[config.mk]
export PLATFORM = sky130hd
export DESIGN_NAME = ring_tdm_input_queue
export DESIGN_NICKNAME = d
export VERILOG_FILES = /design/src/rtl/ring_tdm_input_queue.sv
export SDC_FILE = /design/constraint.sdc
export NUM_CORES = 1
export LEC_CHECK = 0
export BUFFER_PORTS_ARGS = -buffer_cell sky130_fd_sc_hd__buf_2
export CAP_MARGIN = 20
export CORE_MARGIN = 2
export CORE_UTILIZATION = 40
export DETAILED_ROUTE_END_ITERATION = 7
export HOLD_SLACK_MARGIN = 0.03
export SKIP_CTS_REPAIR_TIMING = 1
export SLEW_MARGIN = 20
export SYNTH_ARGS = -nofsm -noshare
export SYNTH_HDL_FRONTEND = slang
export SYNTH_SLANG_ARGS = --single-unit
[constraint.sdc]
create_clock -name clk -period 7.7 [get_ports clk]
set_input_delay 0 -clock clk [delete_from_list [all_inputs] [get_ports clk]]
set_output_delay 0 -clock clk [all_outputs]
set_load 0.005 [all_outputs]
[src/rtl/ring_tdm_input_queue.sv]
// Two-domain TDM input queue for one ring-router port.
// Dequeue timing depends only on the slot counter and the active domain's FIFO.
module ring_tdm_input_queue #(
   parameter int p_msg_nbits   = 32,
   parameter int p_num_entries = 2,
   parameter int p_slot_cycles = 4,
   parameter int p_dead_cycles = 1
) (
   input  logic                             clk,
   input  logic                             reset,
   input  logic                             in_val,
   output logic                             in_rdy,
   input  logic [p_msg_nbits-1:0]           in_msg,
   input  logic                             in_domain,
   output logic                             out_val,
   input  logic                             out_rdy,
   output logic [p_msg_nbits-1:0]           out_msg,
   output logic                             slot_domain,
   output logic [$clog2(p_slot_cycles)-1:0] slot_cnt
);

   localparam int c_pw   = $clog2(p_num_entries);
   localparam int c_cw   = c_pw + 1;
   localparam int c_sw   = $clog2(p_slot_cycles);
   localparam int c_live = p_slot_cycles - p_dead_cycles;

   if (p_msg_nbits < 1 ||
       p_num_entries < 2 || p_num_entries > 8 ||
       (p_num_entries & (p_num_entries - 1)) != 0 ||
       p_slot_cycles < 2 ||
       p_dead_cycles < 0 || p_dead_cycles >= p_slot_cycles) begin : g_bad_param
      $error("ring_tdm_input_queue: illegal parameter values");
   end

   logic [c_sw-1:0]        r_slot_cnt;
   logic                   r_slot_dom;
   logic [c_pw-1:0]        r_head [2];
   logic [c_pw-1:0]        r_tail [2];
   logic [c_cw-1:0]        r_cnt  [2];
   logic [p_msg_nbits-1:0] r_mem  [2][p_num_entries];

   logic       w_in_full;
   logic       w_enq;
   logic       w_live;
   logic       w_act_nempty;
   logic       w_out_val;
   logic       w_deq;
   logic [1:0] w_enq_d;
   logic [1:0] w_deq_d;

   // Full is judged from the registered count; a same-cycle pop does not help
   always_comb begin
      w_in_full    = (r_cnt[in_domain] == c_cw'(p_num_entries));
      w_enq        = in_val && !w_in_full;
      w_live       = ({1'b0, r_slot_cnt} < (c_sw + 1)'(c_live));
      w_act_nempty = (r_cnt[r_slot_dom] != '0);
      w_out_val    = w_act_nempty && w_live;
      w_deq        = w_out_val && out_rdy;
      w_enq_d      = 2'b00;
      w_deq_d      = 2'b00;
      w_enq_d[in_domain]  = w_enq;
      w_deq_d[r_slot_dom] = w_deq;
   end

   assign in_rdy      = !w_in_full;
   assign out_val     = w_out_val;
   assign out_msg     = w_out_val ?
                        r_mem[r_slot_dom][r_head[r_slot_dom]] :
                        '0;
   assign slot_domain = r_slot_dom;
   assign slot_cnt    = r_slot_cnt;

   always_ff @(posedge clk) begin
      if (!reset) begin
         r_slot_cnt <= '0;
         r_slot_dom <= 1'b0;
      end else if (r_slot_cnt == c_sw'(p_slot_cycles - 1)) begin
         r_slot_cnt <= '0;
         r_slot_dom <= ~r_slot_dom;
      end else begin
         r_slot_cnt <= r_slot_cnt + c_sw'(1);
      end
   end

   always_ff @(posedge clk) begin
      if (!reset) begin
         for (int d = 0; d < 2; d++) begin
            r_head[d] <= '0;
            r_tail[d] <= '0;
            r_cnt[d]  <= '0;
         end
      end else begin
         for (int d = 0; d < 2; d++) begin
            if (w_enq_d[d])
               r_tail[d] <= r_tail[d] + c_pw'(1);
            if (w_deq_d[d])
               r_head[d] <= r_head[d] + c_pw'(1);
            case ({w_enq_d[d], w_deq_d[d]})
               2'b10:   r_cnt[d] <= r_cnt[d] + c_cw'(1);
               2'b01:   r_cnt[d] <= r_cnt[d] - c_cw'(1);
               default: r_cnt[d] <= r_cnt[d];
            endcase
         end
      end
   end

   // Storage is not reset; counts alone define which entries are live
   always_ff @(posedge clk) begin
      for (int d = 0; d < 2; d++) begin
         if (w_enq_d[d])
            r_mem[d][r_tail[d]] <= in_msg;
      end
   end

   a_no_x : assert property (@(posedge clk) disable iff (!reset)
      !$isunknown({out_val, in_rdy}));

endmodule
==> run metrics, run 1 <==
worst-margin pin slew about 980 ps; global-route track usage on met3 0.0583; Worst-path clk slew approximately 50 ps; Leakage Power roughly 0.0025 uW; flip-flop and latch count after synthesis 140; simple-gate portion of the synthesized area 0.0707; worst hold slack across all endpoints between 60 and 70 ps; number of H-tree levels 4; dominant combinational cell family by area after synthesis multiplexers; TritonCTS Buffers 17; net count after synthesis 307; endpoints failing hold 0; final setup violation count 0; final critical path time including I/O delays and setup around 3200 ps; number of sinks on the clock net between 100 and 150; ys async rst share 0; library cells used by synthesis 28; final-layout fill cell count about 1100; worst endpoint required time 7780 ps; relative area change from synthesis to final layout 27.8%; prevailing post-synth register cell sky130_fd_sc_hd__edfxtp_1; half-perimeter wire length after placement 5.79 mm; share of the yosys chip area belonging to registers 0.761; class of the most critical hold timing path in2reg; Final Routed Wirelength roughly 10 mm; share of synthesized area spent on multiplexers 0.136; number of port buffers 73; GRT overflow 0; ratio of cells with drive above 1 in the final layout 0.355; maximum clock skew at final layout around 7 ps; register cell area after layout around 4200 sq um; Chip Height around 120 um; f_max between 300 and 400 MHz; count of max-cap constraint violations 0; cell area power density between 200 and 300 nW/um^2; worst-path maximum fanout 34; Synth Area in Compound Gates 0.00663; Worst Setup End Kind flop; worst-case vdd ir drop around 150 uV; GR Util met1 0.182; gr usage total 0.146; via count of the first global-routing pass around 2800; antenna violations before repair 0; Placeable Area between 10000 and 15000 sq um; share of the core filled with cells 0.526; run status finished, final reports clean; Setup Total Neg Slack 0 ps; root buffer cell sky130_fd_sc_hd__clkbuf_16; via count of the routed design about 2800; first-pass GRT wire length approximately 15 mm; classification of the worst setup path reg2reg; wire per inst between 15 and 20 um; ratio of final minimum period to clock period 0.412; YS warnings 0; Initial Utilization 0.411; Clock Tree Buf Depth 2; Inserted Diodes 0; average cell area after synthesis roughly 20 sq um; area occupied by multi-input gates 1270 sq um; die area between 10000 and 15000 sq um; synthesized cell area between 5000 and 6000 sq um; top-level port count 74; Data arrival, critical path between 3000 and 4000 ps; number of DRC violations after detailed-routing iteration 0 between 100 and 150; count of nets left with antenna violations after detail routing 0; CP startpoint kind flop; DRC Markers 0; Chip Width around 120 um; setup repair after global routing missed its margin no; maximum number of pins on one net before global-route repair 35; met2 capacity usage during global routing 0.232; setup slack after layout approximately 4500 ps; worst max-slew margin expressed relative to the limit 0.345; post-synthesis adder-cell area fraction 0.00686; final weighted congestion of routability-driven global placement between 0.7 and 0.8; share of the synthesized netlist area taken by xor and xnor gates 0.00641; Most Used Layer, Global Route met2; source-to-sink clock delay at the later pin of the worst-skew pair roughly 400 ps; final max-slew violation count 0; standard-cell rows 42; number of standard cells after synthesis around 270; per-cell via count in the routed design 4.87; number of enable flip-flop cells after synthesis 136; TritonCTS clock tree done; DR pass1 iterations 4; Nets approximately 430; Post-Place Worst Slack around 4400 ps
state kept, by name, summed over array words and instances (netlist names), named ones only:
name,count
r_cnt,4
r_head,2
r_mem,128
r_tail,2
slot_cnt,2
slot_domain,1
cells by family (layout without fill, tap and decap cells):
kind of cell             after synthesis  in the layout
buffers and inverters                 14            144
AND/OR/NAND/NOR                       66             66
adder cells (fa/ha/maj)                3              3
XOR/XNOR                               4              4
flip-flops                           140            140
multiplexers                          34             34
AO/OA/AOI/OAI                          6              6
path summary, 6_finish.rpt:
check	start	endpoint	slack, ps	depth (start not counted)
worst max-delay path	flop	r_cnt[1][0]$_DFFE_PP_	4530	5
worst min-delay path	in_val	r_tail[0][0]$_SDFFCE_PN0P_	70	3
worst max register to register	flop	r_cnt[1][0]$_DFFE_PP_	4530	5
worst min register to register	slot_cnt[0]$_SDFF_PP0_	slot_cnt[0]$_SDFF_PP0_	460	1
cell type report:
class / count / area share
flip-flops and latches: 140 / 0.596
well taps: 176 / 0.0315
clock inverters: 10 / 0.0179
multi-input cells: 113 / 0.181
clock buffers: 20 / 0.0625
repair buffers: 111 / 0.109
inverters: 3 / 0.00161
power by group:
part	internal [uW]	switching (uW)	leakage, uW
sequential	881	16.4	0.00129
clock	500	279	0.000274
combinational	138	135	0.000924
per-layer routing:
metal | up-vias | wire [um]
met5 | - | 0
met4 | 0 | 137
met3 | 12 | 461
met2 | 71 | 4980
met1 | 1406 | 4520
li1 | 1299 | -
placed cells by master, fill, tap and decap left out, types with 2 or more instances in the layout:
| cell type | n |
|---|---|
| sky130_fd_sc_hd__clkinv_1 | 3 |
| sky130_fd_sc_hd__nand2b_1 | 3 |
| sky130_fd_sc_hd__buf_2 | 73 |
| sky130_fd_sc_hd__nor2b_1 | 2 |
| sky130_fd_sc_hd__nand2_1 | 4 |
| sky130_fd_sc_hd__nor3_1 | 3 |
| sky130_fd_sc_hd__xnor2_1 | 2 |
| sky130_fd_sc_hd__and3b_1 | 2 |
| sky130_fd_sc_hd__xor2_1 | 2 |
| sky130_fd_sc_hd__nor2_4 | 2 |
| sky130_fd_sc_hd__dfxtp_1 | 3 |
| sky130_fd_sc_hd__and2_2 | 2 |
| sky130_fd_sc_hd__nor2_1 | 5 |
| sky130_fd_sc_hd__bufinv_16 | 3 |
| sky130_fd_sc_hd__o21ai_0 | 4 |
| sky130_fd_sc_hd__clkbuf_1 | 3 |
| sky130_fd_sc_hd__ha_1 | 3 |
| sky130_fd_sc_hd__nand3_1 | 3 |
| sky130_fd_sc_hd__buf_12 | 2 |
| sky130_fd_sc_hd__clkbuf_16 | 17 |
| sky130_fd_sc_hd__mux4_2 | 32 |
| sky130_fd_sc_hd__and2_1 | 35 |
| sky130_fd_sc_hd__clkinv_2 | 4 |
| sky130_fd_sc_hd__inv_1 | 2 |
| sky130_fd_sc_hd__dlygate4sd3_1 | 34 |
| sky130_fd_sc_hd__buf_4 | 2 |
| sky130_fd_sc_hd__edfxtp_1 | 136 |
cell usage after synthesis (2+ instances only):
master | n | area (sq um)
sky130_fd_sc_hd__nand3_1 | 3 | 15.0
sky130_fd_sc_hd__xnor2_1 | 2 | 17.5
sky130_fd_sc_hd__buf_2 | 6 | 30.0
sky130_fd_sc_hd__and2_1 | 37 | 231
sky130_fd_sc_hd__ha_1 | 3 | 37.5
sky130_fd_sc_hd__nor3_1 | 3 | 15.0
sky130_fd_sc_hd__edfxtp_1 | 136 | 4080
sky130_fd_sc_hd__nand2b_1 | 3 | 18.8
sky130_fd_sc_hd__inv_1 | 3 | 11.3
sky130_fd_sc_hd__dfxtp_1 | 4 | 80.1
sky130_fd_sc_hd__o21ai_0 | 4 | 20.0
sky130_fd_sc_hd__nand2_1 | 4 | 15.0
sky130_fd_sc_hd__nor2_1 | 7 | 26.3
sky130_fd_sc_hd__nor2b_1 | 2 | 12.5
sky130_fd_sc_hd__xor2_1 | 2 | 17.5
sky130_fd_sc_hd__mux4_2 | 32 | 721
sky130_fd_sc_hd__and3b_1 | 2 | 17.5
sky130_fd_sc_hd__clkbuf_1 | 4 | 15.0
worst max-delay path: stages (launching register included):
cell,delay (ps)
sky130_fd_sc_hd__dfxtp_2,660
sky130_fd_sc_hd__a211o_1,320
sky130_fd_sc_hd__clkinv_1,800
sky130_fd_sc_hd__nand3_1,450
sky130_fd_sc_hd__ha_1,300
sky130_fd_sc_hd__o21ai_0,310
per-stage QoR:
| step | instance area [sq um] | instances | total power [uW] |
|---|---|---|---|
| floorplan | 5470 | 267 | 1060 |
| global placement | 6040 | 507 | 1170 |
| detailed placement | 6080 | 509 | 1180 |
| CTS | 6650 | 539 | 1960 |
| global route | 6990 | 573 | 2030 |
| finish | 6990 | 573 | 1950 |
Power figures use the tool's default switching activity.
==> run 2, diff against run 1 <==
- clock period: 7.7 -> 2.85 ns (I/O delays scaled with it)
==> run 2 against run 1 <==
Against the previous run: die area unchanged; worst setup slack lost 3800 ps; sequential share of layout area down 0.53 points; sequential power grew to 2.7 times the previous value; clock skew fell by 1.4 ps; via count increased by 1.7%; final cell count increased by 1.0%; largest cell class unchanged.
==> run metrics, run 2 (synthesis gave the netlist of run 1 again) <==
cell count after placement between 500 and 600; classification of the worst setup path reg2out; Cell Chain, Critical Path mux2i_4, buf_12, mux4_2, and2_1, buf_2; final max-slew violation count 0; Chip Height about 120 um; CP startpoint kind flop; final critical path time including I/O delays and setup 2160 ps; Chip Width 121 um; count of max-cap constraint violations 0; Final Routed Wirelength ~10 mm; standard cell with the maximum stage delay on the critical path sky130_fd_sc_hd__mux2i_4; via count of the routed design approximately 2800; DRC Markers 0; root buffer cell sky130_fd_sc_hd__clkbuf_16; source-to-sink clock delay at the later pin of the worst-skew pair between 400 and 500 ps; switching power of the nets about 1200 uW; ratio of cells with drive above 1 in the final layout 0.365; TritonCTS clock tree done; most used cells in the layout excluding fill and tap cells sky130_fd_sc_hd__edfxtp_1 (136), sky130_fd_sc_hd__buf_2 (73), sky130_fd_sc_hd__and2_1 (35); Worst Setup End Kind output pin; clock group share of total power 0.392; Initial Utilization 0.411; Inserted Diodes 0; die area 14600 sq um; via count of the first global-routing pass about 2900; number of DRC violations after detailed-routing iteration 0 roughly 240; ratio of final minimum period to clock period 0.758; Nets 430; worst endpoint required time 2850 ps; Post-Place Worst Slack 755 ps; worst-path maximum fanout 26; class of the most critical hold timing path in2reg; run status finished, final reports clean; per-cell via count in the routed design 4.90; antenna violations before repair 0; share of total power consumed by net switching 0.229; share of the core filled with cells 0.530; standard-cell rows 42; Setup Total Neg Slack 0 ps; worst max-slew margin expressed relative to the limit 0.599; Worst-path clk slew around 60 ps; f_max around 460 MHz; cell internal pwr approximately 4000 uW; gr usage total 0.147; final setup violation count 0; most common library cell in the layout ignoring fill and taps sky130_fd_sc_hd__edfxtp_1; setup slack after layout between 600 and 700 ps; number of port buffers 73; Placeable Area around 13000 sq um; top-level port count 74; Leakage Power between 0.002 and 0.003 uW; worst-margin pin slew 600 ps; Clock Tree Buf Depth 2; TritonCTS Buffers 17; worst-case vdd ir drop between 400 and 500 uV; total cell area at the placement stage around 6200 sq um; flip-flop count of the largest register, all copies and words added between 100 and 150; DR pass1 iterations 4; endpoints failing hold 0; wire per inst around 17 um; count of nets left with antenna violations after detail routing 0; half-perimeter wire length after placement 6.09 mm; combinational group share of total power 0.146; setup repair after global routing missed its margin no; number of H-tree levels 4; Final Cell Area between 7000 and 8000 sq um; maximum number of pins on one net before global-route repair 34; first-pass GRT wire length ~15 mm; maximum clock skew at final layout between 5 and 6 ps; cell area power density 742 nW/um^2; final cell count without fillers about 580; slowest stage delay, CP about 430 ps; final-layout fill cell count between 1000 and 1500; relative area change from synthesis to final layout 28.9%; GRT overflow 0; sequential share of power 0.462; number of sinks on the clock net 140; Data arrival, critical path between 2000 and 2500 ps; final weighted congestion of routability-driven global placement roughly 0.69
run 2: changes by cell type in the layout (fill, tap and decap cells not counted):
cell,previous run,this run
sky130_fd_sc_hd__inv_1,2,3
sky130_fd_sc_hd__clkinvlp_4,1,2
sky130_fd_sc_hd__clkbuf_1,3,0
sky130_fd_sc_hd__bufinv_16,3,2
sky130_fd_sc_hd__buf_4,2,3
sky130_fd_sc_hd__buf_12,2,5
sky130_fd_sc_hd__clkinv_1,3,5
sky130_fd_sc_hd__clkinv_4,0,2
run 2: worst paths after layout:
kind,depth (start not counted),end,slack [ps],from
worst max-delay path,5,out_msg[31],690,flop
worst min-delay path,3,r_tail[0][0]$_SDFFCE_PN0P_,80,in_val
worst max register to register,6,r_cnt[1][0]$_DFFE_PP_,730,slot_cnt[0]$_SDFF_PP0_
worst min register to register,1,slot_cnt[0]$_SDFF_PP0_,450,slot_cnt[0]$_SDFF_PP0_
run 2: routing by layer:
| layer | share of wire | global-route usage | routed length, um | up-vias |
|---|---|---|---|---|
| li1 | - | - | - | 1317 |
| met1 | 0.45 | 0.186 | 4520 | 1437 |
| met2 | 0.49 | 0.231 | 4910 | 68 |
| met3 | 0.052 | 0.0592 | 526 | 13 |
| met4 | 0.014 | 0.0545 | 142 | 0 |
| met5 | 0 | 0 | 0 | - |
run 2: power by group through the flow:
stage | logic [uW] | registers, uW | clock network [uW]
final | 765 | 2420 | 2050
after global routing | 846 | 2430 | 2170
after CTS | 749 | 2420 | 2090
after detailed placement | 744 | 2460 | 0
after global placement | 738 | 2460 | 0
after floorplan | 416 | 2450 | 0
run 2: stage by stage:
| stage | hold slack, ps | power (uW) |
|---|---|---|
| 6_report | 84.0 | 5230 |
| 5_1_grt | 100 | 5450 |
| 4_1_cts | -214 | 5260 |
| 3_5_place_dp | 218 | 3210 |
| 3_3_place_gp | 214 | 3190 |
| 2_1_floorplan | 98.9 | 2870 |
run 2: final cells by class:
type / instances / area [sq um] / share of cell area
Tap cell: 176 / 220 / 0.0312
Timing Repair Buffer: 115 / 828 / 0.118
Multi-Input combinational cell: 113 / 1270 / 0.180
Sequential cell: 140 / 4170 / 0.591
Clock buffer: 17 / 425 / 0.0603
Inverter: 3 / 11.3 / 0.00160
Clock inverter: 15 / 131 / 0.0186
run 2: worst max-delay path, delay by kind of cell (launching register included):
kind | cells | cell delay [ps]
buffers and inverters | 2 | 390
flip-flops | 1 | 410
multiplexers | 2 | 740
AND/OR/NAND/NOR | 1 | 190
==> run 3, diff against run 2 <==
- clock period: 2.85 -> 1.9 ns (I/O delays scaled with it)
==> run 3 against run 2 <==
Against the previous run: the run now ends with negative setup slack left; sequential share of layout area is 2.7 points lower; count of clock-buffer cells in the layout is 1 higher; non-clock buffer count is 13 higher; total power is 56% higher; worst setup slack worse by 820 ps; critical path type unchanged; highest routed layer unchanged.
==> run metrics, run 3 (synthesis gave the netlist of run 1 again) <==
Data arrival, critical path about 2000 ps; classification of the worst setup path reg2out; setup repair after global routing missed its margin yes; f_max between 400 and 500 MHz; worst-margin pin slew between 200 and 300 ps; Worst Setup End Kind output pin; Final Routed Wirelength approximately 11 mm; number of sinks on the clock net between 100 and 150; Placeable Area 13300 sq um; M1 WL roughly 4.6 mm; worst endpoint required time around 1900 ps; GRT overflow 0; wire per inst 18.0 um; half-perimeter wire length after placement about 5.8 mm; final max-slew violation count 0; Nets 443; Clock Tree Buf Depth 2; combined buffer and inverter count along the critical path 4; standard cell with the maximum stage delay on the critical path sky130_fd_sc_hd__dfxtp_4; Final Cell Area ~7400 sq um; Leakage Power between 0.002 and 0.003 uW; share of the core filled with cells 0.556; total cell area at the placement stage between 6000 and 7000 sq um; TritonCTS Buffers 17; setup slack after layout -128 ps; via count of the routed design 2896; number of port buffers 73; area occupied by multi-input gates approximately 1300 sq um; flip-flop count of the largest register, all copies and words added around 130; maximum number of pins on one net before global-route repair 34; TritonCTS clock tree done; final weighted congestion of routability-driven global placement 0.698; worst flop-to-flop path startpoint slot_cnt[0]$_SDFF_PP0_; CP startpoint kind flop; gr usage total 0.148; standard-cell rows 42; register cell area after layout approximately 4200 sq um; final setup violation count 32; count of max-cap constraint violations 0; number of H-tree levels 4; endpoints failing hold 0; relative area change from synthesis to final layout 35.2%; source-to-sink clock delay at the later pin of the worst-skew pair between 400 and 500 ps; Worst-path clk slew 50 ps; cell count after placement approximately 520; root buffer cell sky130_fd_sc_hd__clkbuf_16; Cell Chain, Critical Path buf_6, mux2i_4, buf_12, clkbuf_16, mux4_2, and2_4, buf_6; Crit path max-delay family buffers and inverters; class of the most critical hold timing path in2reg; r2r worst-path depth 8; ratio of final minimum period to clock period 1.07; Total Power Consumption between 8000 and 9000 uW; per-cell via count in the routed design a little under 5; most used cells in the layout excluding fill and tap cells sky130_fd_sc_hd__edfxtp_1 (136), sky130_fd_sc_hd__buf_2 (54), sky130_fd_sc_hd__dlygate4sd3_1 (33); Chip Height 121 um; hold path start out_rdy; Initial Utilization 0.411; final cell count without fillers just under 600; routed length on met2 approximately 5.5 mm; most common library cell in the layout ignoring fill and taps sky130_fd_sc_hd__edfxtp_1; worst-case vdd ir drop around 780 uV; DR pass1 iterations 4; worst max-slew margin expressed relative to the limit 0.801; ratio of cells with drive above 1 in the final layout 0.447; maximum clock skew at final layout ~6.6 ps; reg-to-reg critical path endpoint r_cnt[1][1]$_DFFE_PP_; highest signal layer in the routed design met4; antenna violations before repair 0; run status complete, but fails checks; Setup Total Neg Slack -3220 ps; cell repeated most along the worst path sky130_fd_sc_hd__buf_6; final critical path time including I/O delays and setup about 2000 ps; final-layout fill cell count about 1100; die area ~15000 sq um; routed length on met3 between 400 and 500 um; first-pass GRT wire length roughly 16 mm; Chip Width 121 um; Hold Crit Depth 3; number of DRC violations after detailed-routing iteration 0 180; cell area power density 1110 nW/um^2; failing checks negative setup slack; slowest stage delay, CP between 300 and 400 ps; DRC Markers 0; top-level port count 74; via count of the first global-routing pass 2894; Inserted Diodes 0; internal reg-to-reg setup slack 70 ps; Endpoint, Worst Hold r_head[0]$_SDFFCE_PN0P_; count of nets left with antenna violations after detail routing 0; worst-path maximum fanout 8
==> run 3: changes by cell type in the layout (fill, tap and decap cells not counted), sizes merged <==
cell / before / now
buf: 81 / 93
clkinv: 11 / 9
clkinvlp: 2 / 1
dlygate4sd3: 34 / 33
clkbuf: 17 / 20
==> run 3: how the worst max path moves through the flow <==
stage / from / end / slack [ps] / cells after the start
after floorplan: r_cnt[1][1]$_DFFE_PP_ / r_mem[1][32]$_DFFE_PP_ / -10 / 3
after global placement: slot_cnt[0]$_SDFF_PP0_ / r_cnt[1][1]$_DFFE_PP_ / 70 / 8
after detailed placement: slot_cnt[0]$_SDFF_PP0_ / r_cnt[1][1]$_DFFE_PP_ / 40 / 6
after CTS: flop / out_msg[19] / -270 / 6
after global routing: flop / out_msg[14] / -190 / 7
final: flop / out_msg[23] / -130 / 7
==> run 3: final cells by class <==
class                      count  area share
sequential                   140       0.564
multi-input combinational    113       0.182
timing repair buffer         128       0.150
clock buffer                  18      0.0581
tap                          176      0.0298
clock inverter                12      0.0144
inverter                       3     0.00152
==> run 3: power breakdown <==
group	switching, uW	total [uW]	internal [uW]
combinational	648	1550	898
sequential	56.7	3630	3570
clock	1130	3010	1880
total	1830	8180	6350
==> run 3: layer usage <==
layer  vias up  GRT usage
met5         -          0
met4         0     0.0632
met3         6     0.0390
met2        70      0.239
met1      1484      0.189
li1       1336          -
==> run 3: worst register-to-register path, cell delays in order (launching register included) <==
cell and delay (ps):
sky130_fd_sc_hd__dfxtp_1 330, sky130_fd_sc_hd__ha_2 180, sky130_fd_sc_hd__a211o_1 300, sky130_fd_sc_hd__inv_2 100, sky130_fd_sc_hd__nand3_4 100, sky130_fd_sc_hd__ha_4 290
sky130_fd_sc_hd__nor2_2 40, sky130_fd_sc_hd__xnor2_1 110, sky130_fd_sc_hd__and2_1 150
==> run 3: stage by stage <==
step | hold slack, ps | setup WS, ps
6_report | 20.6 | -128
5_1_grt | 34.2 | -195
4_1_cts | -209 | -268
3_5_place_dp | 216 | 42.3
3_3_place_gp | 211 | 69.2
2_1_floorplan | 98.9 | -10.2
